[src/rtl/sample_burst_gen_if.sv]
// Sample stream handshake: a source drives valid/data, the sink drives ready.
interface sample_burst_gen_if #(
  parameter int DATA_W = 16
);
  logic              sample_valid;
  logic              sample_ready;
  logic [DATA_W-1:0] sample_data;

  modport master (
    output sample_valid,
    output sample_data,
    input  sample_ready
  );

  modport slave (
    input  sample_valid,
    input  sample_data,
    output sample_ready
  );
endinterface

[src/rtl/sample_burst_gen.sv]
// Burst sample transmitter: NUM_SAMPLES words per start,
// spaced by GAP_CYCLES idle cycles, one count_up per accepted word.
module sample_burst_gen #(
  parameter int NUM_SAMPLES = 1000,
  parameter int GAP_CYCLES  = 3,
  parameter int DATA_W      = 16
) (
  input  logic              clk,
  input  logic              n_reset,
  input  logic              start,
  input  logic              abort,
  input  logic [DATA_W-1:0] start_value,
  input  logic [DATA_W-1:0] step,
  sample_burst_gen_if.master smp,
  output logic              count_up,
  output logic              busy,
  output logic              burst_done
);

  localparam int GW = (GAP_CYCLES > 0) ? $clog2(GAP_CYCLES + 1) : 1;

  localparam logic [1:0] S_IDLE = 2'd0;
  localparam logic [1:0] S_SEND = 2'd1;
  localparam logic [1:0] S_GAP  = 2'd2;
  localparam logic [1:0] S_DONE = 2'd3;

  logic [1:0]        state_q, state_d;
  logic [DATA_W-1:0] data_q, data_d;
  logic [DATA_W-1:0] step_q, step_d;
  logic [9:0]        rem_q, rem_d;
  logic [GW-1:0]     gap_q, gap_d;
  logic              valid_q, busy_q, done_q;
  logic              hs;

  assign hs       = valid_q & smp.sample_ready;
  assign count_up = hs;

  always_comb begin
    state_d = state_q;
    data_d  = data_q;
    step_d  = step_q;
    rem_d   = rem_q;
    gap_d   = gap_q;
    if (abort && state_q != S_IDLE) begin
      state_d = S_IDLE;
    end else begin
      unique case (state_q)
        S_IDLE: begin
          if (start && !abort) begin
            state_d = S_SEND;
            data_d  = start_value;
            step_d  = step;
            rem_d   = 10'(NUM_SAMPLES);
          end
        end
        S_SEND: begin
          if (hs) begin
            rem_d  = rem_q - 10'd1;
            data_d = data_q + step_q;
            if (rem_q == 10'd1) begin
              state_d = S_DONE;
            end else if (GAP_CYCLES > 0) begin
              state_d = S_GAP;
              gap_d   = GW'(GAP_CYCLES);
            end
          end
        end
        S_GAP: begin
          // gap_q counts the idle cycles still to spend here
          if (gap_q <= GW'(1)) begin
            state_d = S_SEND;
            gap_d   = '0;
          end else begin
            gap_d = gap_q - GW'(1);
          end
        end
        S_DONE: state_d = S_IDLE;
        default: state_d = S_IDLE;
      endcase
    end
  end

  always_ff @(posedge clk or negedge n_reset) begin
    if (!n_reset) begin
      state_q <= S_IDLE;
      data_q  <= '0;
      step_q  <= '0;
      rem_q   <= '0;
      gap_q   <= '0;
      valid_q <= 1'b0;
      busy_q  <= 1'b0;
      done_q  <= 1'b0;
    end else begin
      state_q <= state_d;
      data_q  <= data_d;
      step_q  <= step_d;
      rem_q   <= rem_d;
      gap_q   <= gap_d;
      valid_q <= (state_d == S_SEND);
      busy_q  <= (state_d != S_IDLE);
      done_q  <= (state_d == S_DONE);
    end
  end

  assign smp.sample_valid = valid_q;
  assign smp.sample_data  = data_q;
  assign busy             = busy_q;
  assign burst_done       = done_q;

endmodule

[src/flat_wrapper.sv]
// flat-port wrapper written by rule: the top's interface ports become plain ports
module sample_burst_gen_flat 
#(
  parameter int NUM_SAMPLES = 1000,
  parameter int GAP_CYCLES  = 3,
  parameter int DATA_W      = 16
)
  (clk, n_reset, start, abort, start_value, step, count_up, busy, burst_done, smp_sample_valid, smp_sample_data, smp_sample_ready);
  sample_burst_gen_if #(.DATA_W(DATA_W)) smp_i ();
  input  logic clk;
  input  logic n_reset;
  input  logic start;
  input  logic abort;
  input  logic [DATA_W-1:0] start_value;
  input  logic [DATA_W-1:0] step;
  output logic count_up;
  output logic busy;
  output logic burst_done;
  output wire logic [$bits(smp_i.sample_valid)-1:0] smp_sample_valid;
  output wire logic [$bits(smp_i.sample_data)-1:0] smp_sample_data;
  input wire logic [$bits(smp_i.sample_ready)-1:0] smp_sample_ready;
  assign smp_sample_valid = smp_i.sample_valid;
  assign smp_sample_data = smp_i.sample_data;
  assign smp_i.sample_ready = smp_sample_ready;
  sample_burst_gen #(.NUM_SAMPLES(NUM_SAMPLES), .GAP_CYCLES(GAP_CYCLES), .DATA_W(DATA_W)) u_core (.clk(clk), .n_reset(n_reset), .start(start), .abort(abort), .start_value(start_value), .step(step), .smp(smp_i), .count_up(count_up), .busy(busy), .burst_done(burst_done));
endmodule
[config.mk]
export PLATFORM = sky130hd
export DESIGN_NAME = sample_burst_gen_flat
export DESIGN_NICKNAME = d
export VERILOG_FILES = /design/src/rtl/sample_burst_gen_if.sv /design/src/rtl/sample_burst_gen.sv /design/src/flat_wrapper.sv
export SDC_FILE = /design/constraint.sdc
export NUM_CORES = 1
export LEC_CHECK = 0
export CAP_MARGIN = 5
export CORE_MARGIN = 2
export CORE_UTILIZATION = 47
export CTS_CLUSTER_SIZE = 24
export DETAILED_ROUTE_END_ITERATION = 7
export HOLD_SLACK_MARGIN = 0.05
export PLACE_DENSITY = 0.8
export SLEW_MARGIN = 5
export SYNTH_ARGS = -nofsm -noshare
export SYNTH_HDL_FRONTEND = slang
export SYNTH_SLANG_ARGS = --single-unit
[constraint.sdc]
create_clock -name clk -period 1.9 [get_ports clk]
set_input_delay 0.57 -clock clk [delete_from_list [all_inputs] [get_ports clk]]
set_output_delay 0.57 -clock clk [all_outputs]
set_load 0.02 [all_outputs]
Word level (Yosys, flattened, before mapping)

Cells that the tools add are included.
W data, S select, Z words.

Add/sub/neg operators: 3
Magnitude comparators: 1
Eq/ne operators: 9
Multiplexer cells: 16
Bitwise logic cells: 2
Reductions and logical operators: 11

Operators with widths:

| kind                    | number |
|---|---|
| $mux W16                | 2 |
| $pmux W16 S2            | 1 |
| $mux W10                | 2 |
| $pmux W10 S2            | 1 |
| $add A16 B16 Y16        | 1 |
| $mux W2                 | 7 |
| $eq A10 B1 Y1 const B   | 1 |
| $sub A10 B1 Y10 const B | 1 |
| $pmux W2 S4             | 1 |
| $reduce_and A4 Y1       | 2 |
| $reduce_bool A2 Y1      | 4 |
| $eq A2 B2 Y1 const B    | 3 |
| $eq A2 B1 Y1 const B    | 2 |
| $ne A2 B2 Y1 const B    | 2 |
| $pmux W2 S2             | 1 |
| $reduce_and A3 Y1       | 1 |
| $le A2 B1 Y1 const B    | 1 |
| $logic_and A1 B1 Y1     | 2 |
| $logic_not A2 Y1        | 1 |
| $ne A2 B1 Y1 const B    | 1 |
| $sub A2 B1 Y2 const B   | 1 |
| $and A1 B1 Y1           | 1 |
| $logic_not A1 Y1        | 1 |
| $mux W1                 | 1 |
| $not A1 Y1              | 1 |

Flip-flop bits (word level): 49
Input port bits: 37
Output and inout port bits: 20
Logic and storage cells: 50

Depth between registers and ports, before layout

Gate-level depths: netlist (run 1).

Depth after elaboration: 6
Depth in mapped cells: 8
Mapped depth without buffers: 7

Worst setup path before layout (run 1)

Ideal clock, no wire load.

Path kind: flip-flop to flip-flop
From: register u_core.data_q[0], in the netlist u_core.smp.sample_data[0]
To: register u_core.data_q[8], in the netlist u_core.smp.sample_data[8]
Library setup time: 0.130 ns
Data arrival time: 2.041 ns
Required time: 1.770 ns
Slack: -0.271 ns
Stages on the path, launching flop included: 8
Buffers on the path: 0
Clock period less this slack: 2.171 ns
Path through: dfrtp_1 > ha_1 > fa_1 > a21o_1 > a221o_1 > a21oi_1 > or3b_1 > nand4_1

Longest elaborated chain between the ends: 3

RTL lines:

| element                  | RTL line               | source |
|---|---|---|
| start: declaration       | sample_burst_gen.sv:28 | `logic [DATA_W-1:0] data_q, data_d;` |
| start signal: assignment | sample_burst_gen.sv:95 | `data_q <= data_d;` |
| $add A16 B16 Y16         | sample_burst_gen.sv:59 | `data_d = data_q + step_q;` |
| $mux W16                 | sample_burst_gen.sv:57 | `if (hs) begin` |
| $pmux W16 S2             | sample_burst_gen.sv:47 | `unique case (state_q)` |

No other way between the ends. The select of a mux whose other input is x is not followed.
A chain may end at the register's enable or synchronous reset.

Final worst setup path (run 1)

Same ends and word-level chain as after synthesis.

==> run summary, run 1 <==
Entering global routing, the biggest net connects 32 pins. The detailed-route wire length was 7930 um; the share of the yosys chip area belonging to registers was 0.423. The site row count is 28. The worst setup slack after layout was -0.136 ns; the final weighted congestion in routability-driven placement was 0.888. Compared with the post-synthesis result, the final layout area differs by 44.3%. Summed over all layers, the global routing overflow is 0. Using the TritonRoute via totals, the vias-per-cell ratio works out to 5.55. The run gives 1.98 nW as the static leakage power. The run gives 0.225 ns as the worst hold slack across all endpoints. The final reports fail on negative setup slack. The global router's overall resource usage was 0.249; the net count of the mapped netlist was 380. The required time of the critical path was 2.08 ns; the count of cell types in the netlist was 55. Across the VDD grid, the largest voltage drop is 607 uV.

The die is 82.6 um wide. Across the run, the number of max-cap violations was 0. Buffers placed on the I/O ports in this run total 56. The HPWL after detailed placement is 5660 um, and the clock slew seen by the registers of the worst setup and hold paths is 0.09 ns. Across the routed clock network, the largest skew measured is 0.00724 ns. The post-layout instance count excluding filler cells is 498, and the endpoint arrival time on the critical path is 2.21 ns. The diode insertion count for antenna repair was 0; the cts-stage hold buffer count was 0. Maximum net fanout on the critical path: 4.

The DRC violation count after routing is 0, and the layout cell share with drive strength beyond 1 is 0.225. The flow ran to the end, but the final reports show violations. The core region is 5960 sq um. The tools report the number of global-route vias before repair as 2806. Number of antenna violations at the first check in global routing: 0. For this block, the initial DRC count from the detailed router was 195. The number of placed instances, taps included, is 486. The relative max-transition margin is 0.671. Among all flip-flop cells after synthesis, the most frequent one is dfrtp_1. The routed layout has 2763 vias. The share of the synthesized area in the top cell type was 0.423.

The kind of start point of the critical path was a flop. In the post-synthesis netlist, the biggest area contributors are dfrtp_1 (42%), nand2_1 (10%), ha_1 (7.3%). The tools report the number of pins exceeding their max-slew limit in the final report as 0. TritonCTS built the clock tree. After synthesis, the mean cell area works out to 8.92 sq um. The post-detailed-route count of antenna-violating nets was 0. Timing would allow up to 0.491 GHz. The hold violation count in the final report is 0, and the count of pins on the block boundary is 57. For the net count of the finished layout, the log shows 477. The number of buffers inserted during clock tree synthesis was 5.

The cell accounting for the most synthesized area was dfrtp_1. OpenSTA, run right after detailed placement, puts the worst setup slack at -0.500 ns. The type of the setup path with the least slack is reg2reg. The post-layout total power is 0.00446 W. The largest single stage delay on the critical path is 0.43 ns. Dividing total power by cell area gives a power density of 1070 nW/um^2. In this run the worst hold path is classified as in2async. The global-route wire length before repair was 13000 um. Actual transition at the worst max-transition pin: 0.494 ns.

The detailed-route wire length per cell came out at 15.9 um. CTS placed an instance of clkbuf_8 at the clock tree root. The area of the die is 6820 sq um.

Setup repair after global routing could not meet its margin everywhere. The cell area after technology mapping is 2900 sq um. The most common cell in the netlist was nand2_1.

The fraction of registers with async set/reset was 1.00; the maximum buffer depth of the clock tree was 2. Walking the worst path, the cells encountered are ha_4 > fa_2 > a21o_1 > a221o_1 > a21oi_2 > or3b_1 > nand4_1. The later pin in the worst-skew pair is clocked with a latency of 0.30 ns. The slowest stage of the critical path belongs to the cell dfrtp_2.

The count of flip-flops with a built-in enable after synthesis was 0. The logs give 0 for the number of warnings reported in the yosys synthesis log and 2 for the total number of H-tree levels. Measured along the y axis, the die boundary spans 82.6 um.

The final period utilization is 1.07. Setup violations remaining at the end of the flow were counted as 9. The initial cell density of the core came out at 0.487.

The worst path needs 2.04 ns of the cycle, external delays included. The clock net in this run drives a total of 49 sinks. Before antenna repair, the detailed router went through 4 iterations. In the synthesized netlist, the cells that appear most often are nand2_1 (77), dfrtp_1 (49), nor2_1 (26).

The kind of capture point of the worst setup path is a flop. The synthesized design contains 49 register bits. The number of standard cells after synthesis came out at 325.
[per-layer routing]
| metal | vias up | global-route usage | part of all wire |
|---|---|---|---|
| met2 | 75 | 0.455 | 0.52 |
| met5 | - | 0 | 0 |
| met3 | 12 | 0.0315 | 0.042 |
| met1 | 1337 | 0.299 | 0.42 |
| met4 | 0 | 0.0902 | 0.015 |
| li1 | 1339 | - | - |
[stage by stage]
step	instance area, sq um	utilization	TNS, ns
floorplan	3030	-	-0.657
global placement	3940	0.662	-10.15
detailed placement	3940	0.662	-11.24
CTS	4160	0.698	-0.734
global route	4180	0.703	-1.60
finish	4180	0.703	-0.759
[worst max-delay path: cells and delay by family, from the launching register on]
kind,cells,cell delay (ns)
AOI/OAI and AO/OA,3,0.76
adders and majority gates,2,0.50
and+or+nand+nor,2,0.22
DFF,1,0.43
[power breakdown]
group	internal, W	switching, W	total (W)
registers	0.00124	0.000194	0.00144
logic	0.00114	0.00121	0.00235
clock network	0.000330	0.000347	0.000677
total	0.00271	0.00175	0.00446
[what timing repair did]
item | 4_1_cts | 5_1_grt
gates resized for setup | 43 | 11
endpoints found under the setup margin | 28 | 19
pin swaps | 15 | 7
setup buffers | 4 | 1
[path summary, 6_finish.rpt]
check	startpoint	to	slack, ns	depth (start not counted)
worst max-delay path	u_core.smp.sample_data[0]	u_core.smp.sample_data[8]	-0.14	7
worst min-delay path	n_reset	u_core.burst_done	0.22	1
worst max register to register	u_core.smp.sample_data[0]	u_core.smp.sample_data[8]	-0.14	7
worst min register to register	u_core.step_q[11]	u_core.step_q[11]	0.49	2
max in group asynchronous	n_reset	u_core.step_q[7]	1.13	2
min in group clk	u_core.step_q[11]	u_core.step_q[11]	0.49	2
[cells in the final DEF, fill, tap and decap left out, types with 6 or more instances in the layout]
| cell type | count |
|---|---|
| buf_4 | 45 |
| o21ai_0 | 11 |
| dlygate4sd2_1 | 14 |
| nand2_1 | 75 |
| a21o_1 | 6 |
| inv_1 | 6 |
| nand4_1 | 6 |
| o21ai_1 | 7 |
| clkbuf_8 | 7 |
| nor2_1 | 26 |
| a21oi_1 | 16 |
| xor2_1 | 7 |
| nand3_1 | 6 |
| dfrtp_1 | 44 |
| ha_1 | 10 |
| clkdlybuf4s50_1 | 34 |
| xnor2_1 | 11 |
[state kept, by name, summed over array words and instances (netlist names)]
name	flops
u_core.gap_q	2
u_core.smp.sample_data	16
u_core.state_q	2
u_core.burst_done	1
u_core.smp.sample_valid	1
u_core.step_q	16
u_core.busy	1
u_core.rem_q	10
[layout make-up]
cell class              count  area [sq um]
inverters                   6          22.5
clock buffers               7          96.3
multi-input cells         257          1820
fillers                   453          1770
clock inverters             1          5.00
well taps                  75          93.8
repair buffers            103           915
flip-flops and latches     49          1230
[cells by family (layout without fill, tap and decap cells)]
logic type                 after synthesis  after routing  share of synthesized area
and+or+nand+nor                        143            143                      0.232
AOI/OAI and AO/OA                       74             74                      0.170
DFF                                     49             49                      0.423
buffers and inverters                   19            117                     0.0263
adders and majority gates               18             18                     0.0802
xor gates and xnor gates                18             18                     0.0544
muxes                                    4              4                     0.0138
No activity file was read; power rests on OpenSTA's default activity.
==> inputs of run 2 (changes only) <==
Settings changed: ABC_CLOCK_PERIOD_IN_PS set to 2300, CORE_UTILIZATION 47 to 52, PLACE_DENSITY 0.8 to 0.83.
Clock period 1.9 ns to 2.3 ns, I/O delays scaled along.
==> run summary, run 2 (synthesis results as in run 1) <==
Walking the worst path, the cells encountered are clkdlybuf4s50_1 > or4b_1 > o21ai_4 > nand4_1 > nor3_2 > xnor2_1 > nand2_1. The relative max-transition margin was 0.627 (-0.0438); the quantity of I/O buffers inserted on ports was 56 (unchanged). The cts-stage hold buffer count is 0 (unchanged), and the static leakage power is 1.70 nW (-14%). The total congestion overflow is 0 (unchanged), and the actual transition at the worst max-transition pin is 0.560 ns (+0.0657 ns). For the HPWL after detailed placement, the log shows 5180 um (-8.5%). The power per unit of standard cell area came out at 851 nW/um^2 (-20%). The tools report the number of clock sinks seen by CTS as 49 (unchanged). The logs give 6190 sq um (-9.2%) for the area of the die and 171 (-12%) for the count of routing violations after the opening detailed-route iteration. The run gives 451 (-5.5%) as the net count of the finished layout.

The die span in y was 78.7 um (-4.7%); the DRC violation count after routing was 0 (unchanged). The post-detailed-route count of antenna-violating nets came out at 0 (unchanged). For the post-layout instance count excluding filler cells, the log shows 469 (-5.8%). Setup repair after global routing left no endpoint under its margin. The layout cell share with drive strength beyond 1 works out to 0.116 (-0.109). The initial cell density of the core was 0.533 (+0.0463); the average via count per standard cell was 5.61 (+1.0%). Detailed-route wire length per cell: 14.8 um (-6.9%). TritonCTS built the clock tree.

The number of global-route vias before repair was 2638 (-6.0%); the hold violation count in the final report was 0 (unchanged). The kind of start point of the critical path is an input port. Total number of H-tree levels: 2 (unchanged).

The logs give 0.00323 W (-28%) for the post-layout total power and 0.877 (-1.2%) for the final weighted congestion in routability-driven placement. For the core area, the log shows 5440 sq um (-8.7%). Static timing analysis puts the maximum clock frequency at 0.449 GHz. The largest individual stage delay along the critical path comes from the cell or4b_1. The site row count was 27 (-3.6%). The required time of the critical path is 2.49 ns (+0.41 ns), and the register area is 1230 sq um (-0.51%). The logs give 12000 um (-7.2%) for the global-route wire length before repair and 446 (-1.5%) for the number of fillers in the final layout. The run finished with clean final reports.

The maximum resistive drop on vdd was 437 uV (-28%); the maximum buffer depth of the clock tree was 2 (unchanged). The path type of the worst min-delay path is in2async. The count of pins on the block boundary was 57 (unchanged); the number of pins exceeding their max-slew limit in the final report was 0 (unchanged). The iteration count of the initial detailed-routing pass was 4 (unchanged); the setup total negative slack was 0 ns (+0.759 ns). The number of buffers inserted during clock tree synthesis is 5 (unchanged). The via total after detailed routing is 2629 (-4.8%), and the shortest clock period the worst path allows after layout is 2.23 ns.

The library cell used most frequently in the layout, excluding fill and tap cells, is nand2_1. The run gives 2.41 ns (+0.20 ns) as the endpoint arrival time on the critical path. The run gives 0.698 (-0.00480) as the end-of-flow core utilization. The maximum net fanout on the critical path was 5 (+1); the diode insertion count for antenna repair was 0 (unchanged). In the layout the commonest cells are nand2_1 (77), clkdlybuf4s50_1 (54), dfrtp_1 (49).

Type of the setup path with the least slack: in2reg. The kind of capture point of the worst setup path is a flop. The tools report the pin count of the biggest net entering global routing as 28 (-13%). Clock slew seen by the registers of the worst setup and hold paths: 0.09 ns (about the same).

The die width is 78.7 um (-4.7%), and the delay of the slowest critical-path stage is 0.52 ns (+0.09 ns). The area used by multi-input combinational logic is 1640 sq um (-9.9%). The global router's overall resource usage is 0.245 (-0.00423). The run gives 461 (-5.1%) as the count of placed standard cells including taps. Final period utilization: 0.968. From synthesis to final layout, the design area changed by 30.8%.

The clock network latency to the later pin of the worst-skew pair is 0.31 ns (about the same). In this run the clock root is driven by a clkbuf_8. Number of max-capacitance violations reported: 0 (unchanged). For the worst-case clock skew, the log shows 0.00883 ns (+0.00159 ns).

The tools report the setup violation total in the final timing report as 0 (-9). The logs give 0 (unchanged) for the number of antenna violations at the first check in global routing and 6950 um (-12%) for the detailed-route wire length.
run 2: cell types whose count changed in the layout (fill, tap and decap cells not counted), moves of 3 or more:
cell,previous run,this run
o21ai_0,11,17
a21oi_1,16,19
buf_4,45,19
clkdlybuf4s50_1,34,54
ha_1,10,16
ha_4,5,0
dfrtp_2,5,0
dfrtp_1,44,49
dlymetal6s2s_1,5,0
a21oi_2,5,2
o21ai_1,7,1
dlygate4sd2_1,14,0
run 2: path summary, 6_finish.rpt:
kind                       cells past startpoint  slack [ns]                         to                 startpoint
setup / recovery                               7        0.07            u_core.rem_q[8]                      start
hold / removal                                 1        0.35                u_core.busy                    n_reset
setup reg to reg                               7        0.12  u_core.smp.sample_data[8]  u_core.smp.sample_data[4]
hold reg to reg                                2        0.49           u_core.step_q[2]           u_core.step_q[2]
max in group asynchronous                      2        1.40            u_core.rem_q[1]                    n_reset
min in group clk                               2        0.49           u_core.step_q[2]           u_core.step_q[2]
run 2: stage by stage:
stage                     area, sq um  hold WS (ns)  setup slack [ns]
after floorplan                  2900         0.394            0.0972
after global placement           3680         0.468            -0.291
after detailed placement         3680         0.470            -0.312
after CTS                        3770         0.367            0.0272
after global routing             3790         0.381           0.00769
final                            3790         0.353            0.0740
run 2: timing repair:
| item | 4_1_cts | 5_1_grt |
|---|---|---|
| gates resized for setup | 5 | 7 |
| pin swaps | 0 | 1 |
| setup endpoints to repair | 3 | 6 |
| setup buffers | 0 | 0 |
run 2: metal layers:
layer | part of all wire | track usage | up-vias
met4 | 0.0088 | 0.0719 | 0
met3 | 0.047 | 0.0402 | 5
met1 | 0.44 | 0.315 | 1280
met5 | 0 | 0 | -
met2 | 0.50 | 0.425 | 58
li1 | - | - | 1286
run 2: critical path, delay by kind of cell:
family,cells,cell delay [ns]
xor gates and xnor gates,1,0.14
and+or+nand+nor,4,0.97
AOI/OAI and AO/OA,1,0.12
buffers and inverters,1,0.48
run 2: area by class of cell:
cell class,instances,area share
clock inverter,1,0.00198
sequential,49,0.323
clock buffer,7,0.0201
tap,72,0.0237
multi-input combinational,257,0.432
timing repair buffer,77,0.193
inverter,6,0.00593
run 2: power breakdown:
group / leakage, nW / switching, W / internal, W / total (W)
clock network: 0.0385 / 0.000292 / 0.000216 / 0.000507
logic: 1.08 / 0.000819 / 0.000733 / 0.00155
registers: 0.587 / 0.000148 / 0.00102 / 0.00117
total: 1.70 / 0.00126 / 0.00197 / 0.00323
